[config.mk]
export PLATFORM = sky130hd
export DESIGN_NAME = tank_reader
export DESIGN_NICKNAME = d
export VERILOG_FILES = /design/src/rtl/tank_reader.sv
export SDC_FILE = /design/constraint.sdc
export NUM_CORES = 1
export LEC_CHECK = 0
export ABC_AREA = 1
export BUFFER_PORTS_ARGS = -buffer_cell sky130_fd_sc_hd__buf_2
export CORE_MARGIN = 2
export CORE_UTILIZATION = 48
export DETAILED_ROUTE_END_ITERATION = 8
export GPL_ROUTABILITY_DRIVEN = 0
export HOLD_SLACK_MARGIN = 0.1
export PLACE_DENSITY = 0.8
export SLEW_MARGIN = 20
export SYNTH_ARGS = -nofsm -noshare
export SYNTH_HDL_FRONTEND = slang
export SYNTH_SLANG_ARGS = --single-unit
[constraint.sdc]
create_clock -name clk -period 1.8 [get_ports clk]
set_input_delay 0.36 -clock clk [delete_from_list [all_inputs] [get_ports clk]]
set_output_delay 0.36 -clock clk [all_outputs]
set_load 0.01 [all_outputs]
[src/rtl/tank_reader.sv]
// Delay-line tank reader: tracks bit/word position in the recirculating stream and deserialises one word per request.
// Optional macro TANK_READER_SYNC_CHECK_EN: flags a misaligned sync (sticky sync_err) and drops any pending request.
module tank_reader #(
  parameter int WORD_BITS = 17,
  parameter int GAP_BITS  = 1,
  parameter int WORDS     = 32
) (
  input  logic                       clk,
  input  logic                       rst_n,
  input  logic                       in,
  input  logic                       sync,
  input  logic                       req_valid,
  input  logic [$clog2(WORDS)-1:0]   req_addr,
  output logic                       req_ready,
  output logic                       rsp_valid,
  output logic [WORD_BITS-1:0]       rsp_data,
  input  logic                       rsp_ready,
  output logic                       sync_err
);
  localparam int SLOT_BITS = WORD_BITS + GAP_BITS;
  localparam int BIT_W     = (SLOT_BITS > 1) ? $clog2(SLOT_BITS) : 1;
  localparam int ADDR_W    = $clog2(WORDS);
  localparam logic [BIT_W-1:0]  BIT_LAST  = BIT_W'(SLOT_BITS - 1);
  localparam logic [BIT_W-1:0]  BIT_MSB   = BIT_W'(WORD_BITS - 1);
  localparam logic [ADDR_W-1:0] WORD_LAST = ADDR_W'(WORDS - 1);

  typedef enum logic [2:0] {S_UNSYNCED, S_IDLE, S_WAIT, S_SHIFT, S_DONE} state_t;

  state_t               r_state, w_state_next;
  logic [BIT_W-1:0]     r_bit_cnt, w_bit_pos, w_bit_next;
  logic [ADDR_W-1:0]    r_word_cnt, w_word_pos, w_word_next;
  logic [ADDR_W-1:0]    r_addr;
  logic [WORD_BITS-1:0] r_data;
  logic                 r_last, w_last_next;
  logic                 w_cap_start, w_cap_shift;
  logic                 w_sync_bad;
  logic [WORD_BITS-1:0] w_cap_en;

  // A sync edge is position (0,0) regardless of the counters.
  assign w_bit_pos  = sync ? '0 : r_bit_cnt;
  assign w_word_pos = sync ? '0 : r_word_cnt;

  always_comb begin
    w_bit_next  = w_bit_pos + 1'b1;
    w_word_next = w_word_pos;
    if (w_bit_pos == BIT_LAST) begin
      w_bit_next  = '0;
      w_word_next = (w_word_pos == WORD_LAST) ? '0 : w_word_pos + 1'b1;
    end
  end

`ifdef TANK_READER_SYNC_CHECK_EN
  logic r_sync_err;
  assign w_sync_bad = sync && (r_state != S_UNSYNCED) &&
                      ((r_bit_cnt != '0) || (r_word_cnt != '0));
  always_ff @(posedge clk or negedge rst_n) begin
    if (!rst_n)          r_sync_err <= 1'b0;
    else if (w_sync_bad) r_sync_err <= 1'b1;
  end
  assign sync_err = r_sync_err;
`else
  assign w_sync_bad = 1'b0;
  assign sync_err   = 1'b0;
`endif

  always_comb begin
    w_state_next = r_state;
    w_cap_start  = 1'b0;
    w_cap_shift  = 1'b0;
    w_last_next  = r_last;
    case (r_state)
      S_UNSYNCED: if (sync) w_state_next = S_IDLE;
      S_IDLE:     if (req_valid) w_state_next = S_WAIT;
      S_WAIT: begin
        if ((w_word_pos == r_addr) && (w_bit_pos == '0)) begin
          w_cap_start  = 1'b1;
          w_state_next = S_SHIFT;
        end
      end
      S_SHIFT: begin
        // r_last delays DONE by one edge so rsp_valid rises the edge after the last data bit.
        if (r_last) begin
          w_last_next  = 1'b0;
          w_state_next = S_DONE;
        end else if (sync) begin
          w_state_next = S_WAIT;
        end else begin
          w_cap_shift = 1'b1;
          if (w_bit_pos == BIT_MSB) w_last_next = 1'b1;
        end
      end
      S_DONE:     if (rsp_ready) w_state_next = S_IDLE;
      default:    w_state_next = S_UNSYNCED;
    endcase
    if (w_sync_bad && ((r_state == S_WAIT) || (r_state == S_SHIFT))) begin
      w_state_next = S_IDLE;
      w_cap_start  = 1'b0;
      w_cap_shift  = 1'b0;
      w_last_next  = 1'b0;
    end
  end

  for (genvar gi = 0; gi < WORD_BITS; gi++) begin : g_cap
    if (gi == 0) begin : g_first
      assign w_cap_en[gi] = w_cap_start;
    end else begin : g_rest
      assign w_cap_en[gi] = w_cap_shift && (w_bit_pos == BIT_W'(gi));
    end
  end

  always_ff @(posedge clk or negedge rst_n) begin
    if (!rst_n) begin
      r_state    <= S_UNSYNCED;
      r_bit_cnt  <= '0;
      r_word_cnt <= '0;
      r_addr     <= '0;
      r_last     <= 1'b0;
    end else begin
      r_state    <= w_state_next;
      r_bit_cnt  <= w_bit_next;
      r_word_cnt <= w_word_next;
      r_last     <= w_last_next;
      if ((r_state == S_IDLE) && req_valid) r_addr <= req_addr;
    end
  end

  always_ff @(posedge clk or negedge rst_n) begin
    if (!rst_n) begin
      r_data <= '0;
    end else begin
      for (int i = 0; i < WORD_BITS; i++) begin
        if (w_cap_en[i]) r_data[i] <= in;
      end
    end
  end

  assign req_ready = (r_state == S_IDLE);
  assign rsp_valid = (r_state == S_DONE);
  assign rsp_data  = r_data;
endmodule

==> qor.yml <==
routing:
  drt_iter0_markers: 113
  routed_wl_um: 3890
  vias_per_cell: 5.19
  wl_per_cell_um: 12.6
  drc: 0
  drt-pass1-iter-count: 4
  drtAntennaViolNets: 0
  route.vias.total: 1597
final_layout:
  syn_to_final_growth_pct: 18.1
  design_area_um2: 2190
  layout-drive-gt1-share_pct: 21.5
  diodes: 0
  fillers: 321
  multiInputGateArea_um2: 832
  fin_util_pct: 59.4
  num-nets-final: 278
  ff_latch_area_um2: 901
die:
  die_w_um: 66.2
  initial_utilization_pct: 50.3
  num_rows: 22
  die_h_um: 66.2
  design.core.area_um2: 3690
  die_area_um2: 4380
  io_pins: 31
synth:
  synthArstFlopShare_pct: 100
  netlist_area_um2: 1860
  synthAdderAreaFrac_pct: 4.72
  synthCells: 220
  synth-xor-area-share_pct: 0.943
  synth_top_family_by_area: "simple AND/OR/NAND/NOR gates"
  synth_compound_gate_area_share_pct: 8.96
  synth_top_area_share_pct: 48.5
  avgSynthCellArea_um2: 8.44
  ys_seq_area_share_pct: 48.5
  synthSimpleGateAreaFrac_pct: 27.9
  yosys.area.top_type: "dfrtp_1"
  synth_edf_count: 0
  ys_types: 30
  synth-seq-cells: 36
  yosysWarnings: 0
  synthTopCellsByArea: "dfrtp_1 (49%), nand2_1 (11%), ha_1 (4.7%)"
  yosys-mux-area-fraction_pct: 1.82
  synth_ff_type: "dfrtp_1"
  synth_nets: 238
grt:
  grt_pass1_vias: 1539
  grt_use_total_pct: 20.5
  grt-ovfl-total: 0
  grt_max_degree: 20
  grt_pass1_wl_um: 6810
  antenna_found_initial: 0
worst_setup_path:
  path_buf_inv: 0
  cp_data_required_time_ps: 1990
  critical_path_class: "flop to flop"
  critPathTopFamily: "simple AND/OR/NAND/NOR gates"
  cpPeakStageDelay_ps: 380
  crit_chain: "nand2_1, ha_1, a21boi_4, nand2_1, nor2_1, nand3_1, nand2_1, nand2_1, nand2_1, nand2_1"
  crit_arrival_ps: 1780
  slowest_stage: "dfrtp_1"
  worst_path_most_repeated_cell: "nand2_1"
  start_kind: "flop"
  critPathCaptureType: "flop"
  cp_max_fo: 3
cts:
  cts.clk_slew.worst_paths_ps: 70
  post_cts_buffers: 0
  htreeDepth: 2
  clock-sinks: 36
  cts_inserted_buffers: 5
  cts_tree: "yes"
  clk_latency_ps: 290
  root_buffer: "clkbuf_8"
  cts_buffer_depth: 2
min_path:
  hp-class: "input pin to flop"
sta:
  hold-worst-slack_ps: 298
  setup_viol: 0
  max_freq_mhz: 627
  final_hold_viol_count: 0
  finClkSkew_ps: 9.78
  fin_crit_ps: 1600
  drv_slew: 0
  finalCritPeriodShare_pct: 88.6
  tns_ps: 0
  rsz0062_at_grt: "no"
placed_design:
  place_hpwl_um: 2940
  post_dp_cell_area_um2: 2100
  port_buffers: 29
power:
  p_total_mw: 2.24
  pwr-share-comb_pct: 29.6
  power_switching_mw: 0.765
  p_clk_share_pct: 23.9
  swShare_pct: 34.1
  p_leak_nw: 1.15
  internal_power_mw: 1.48
  power.density_nw_per_um2: 1020
  seqPwrFrac_pct: 46.5
  ir_worst_vdd_v: 0.000494
run_status:
  status: "finished clean"
flow_run:
  cap_violations: 0
## per-stage QoR
stage	setup WS, ps	cells
floorplan	195	220
global placement	17.2	300
detailed placement	21.7	300
CTS	197	308
global route	50.1	308
finish	205	308
## cells in the mapped netlist, types with 2 or more instances
master / count
a21oi_1: 5
buf_4: 4
dfrtp_1: 36
ha_1: 7
inv_1: 20
mux2_2: 3
nand2_1: 56
nand3_1: 15
nand3b_1: 3
nand4_1: 11
nor2_1: 20
nor2_2: 2
nor3_1: 3
o21ai_0: 13
o21ai_1: 7
## power groups by stage
stage | clock network [mW] | registers (mW) | logic [mW]
global placement | 0 | 1.05 | 0.637
detailed placement | 0 | 1.05 | 0.653
finish | 0.537 | 1.04 | 0.664
CTS | 0.541 | 1.04 | 0.660
floorplan | 0 | 1.06 | 0.454
global route | 0.587 | 1.06 | 0.762
## cell type report
cell class,count,area share (%)
clock inverter,1,0.228
clock buffer,6,3.31
tap,48,2.74
inverter,21,3.60
multi-input combinational,156,38.0
timing repair buffer,40,11.1
sequential,36,41.1
## routing by layer
layer	routed length, µm	track usage [%]	vias up
met5	0	0	-
met4	110	11.0	0
met3	191	5.11	9
met2	1860	32.5	45
met1	1730	25.6	736
li1	-	-	807
## state kept, by name, indices dropped and copies added, names as in the netlist
signal / cells
rsp_data: 17
r_addr: 5
r_last: 1
r_bit_cnt: 5
r_word_cnt: 5
r_state: 3
## what timing repair did
item | CTS | global route
hold buffers | 1 | 0
endpoints found under the setup margin | 0 | 2
resized for setup | 0 | 1
hold endpoints to repair | 17 | 0
## logic make-up after synthesis
group                    after synthesis
multiplexers                           3
AO/OA/AOI/OAI                         29
XOR/XNOR                               2
buffers and inverters                 28
adder cells (fa/ha/maj)                7
other                                  1
flip-flops                            36
AND/OR/NAND/NOR                      114
## final timing paths
check | from | end | slack, ps | cells after the start
worst max-delay path | r_bit_cnt[1] | r_state[0] | 200 | 10
worst min-delay path | req_addr[2] | r_addr[2] | 300 | 2
worst max register to register | r_bit_cnt[1] | r_state[0] | 200 | 10
worst min register to register | r_word_cnt[0] | r_word_cnt[0] | 470 | 1
max in group asynchronous | rst_n | rsp_data[1] | 810 | 3
min in group asynchronous | rst_n | r_addr[2] | 540 | 2
## cell usage in the layout (no fill, tap or decap), types with 3 or more instances in the layout
cell,n
clkbuf_8,5
nand3_1,15
a21oi_1,5
mux2_2,3
dfrtp_1,36
ha_1,7
o21ai_0,13
buf_4,9
nand3b_1,3
o21ai_1,7
nand4_1,11
nor3_1,3
buf_2,29
nand2_1,56
nor2_1,20
inv_1,20
Note: power is estimated with default switching activity, not from simulation.
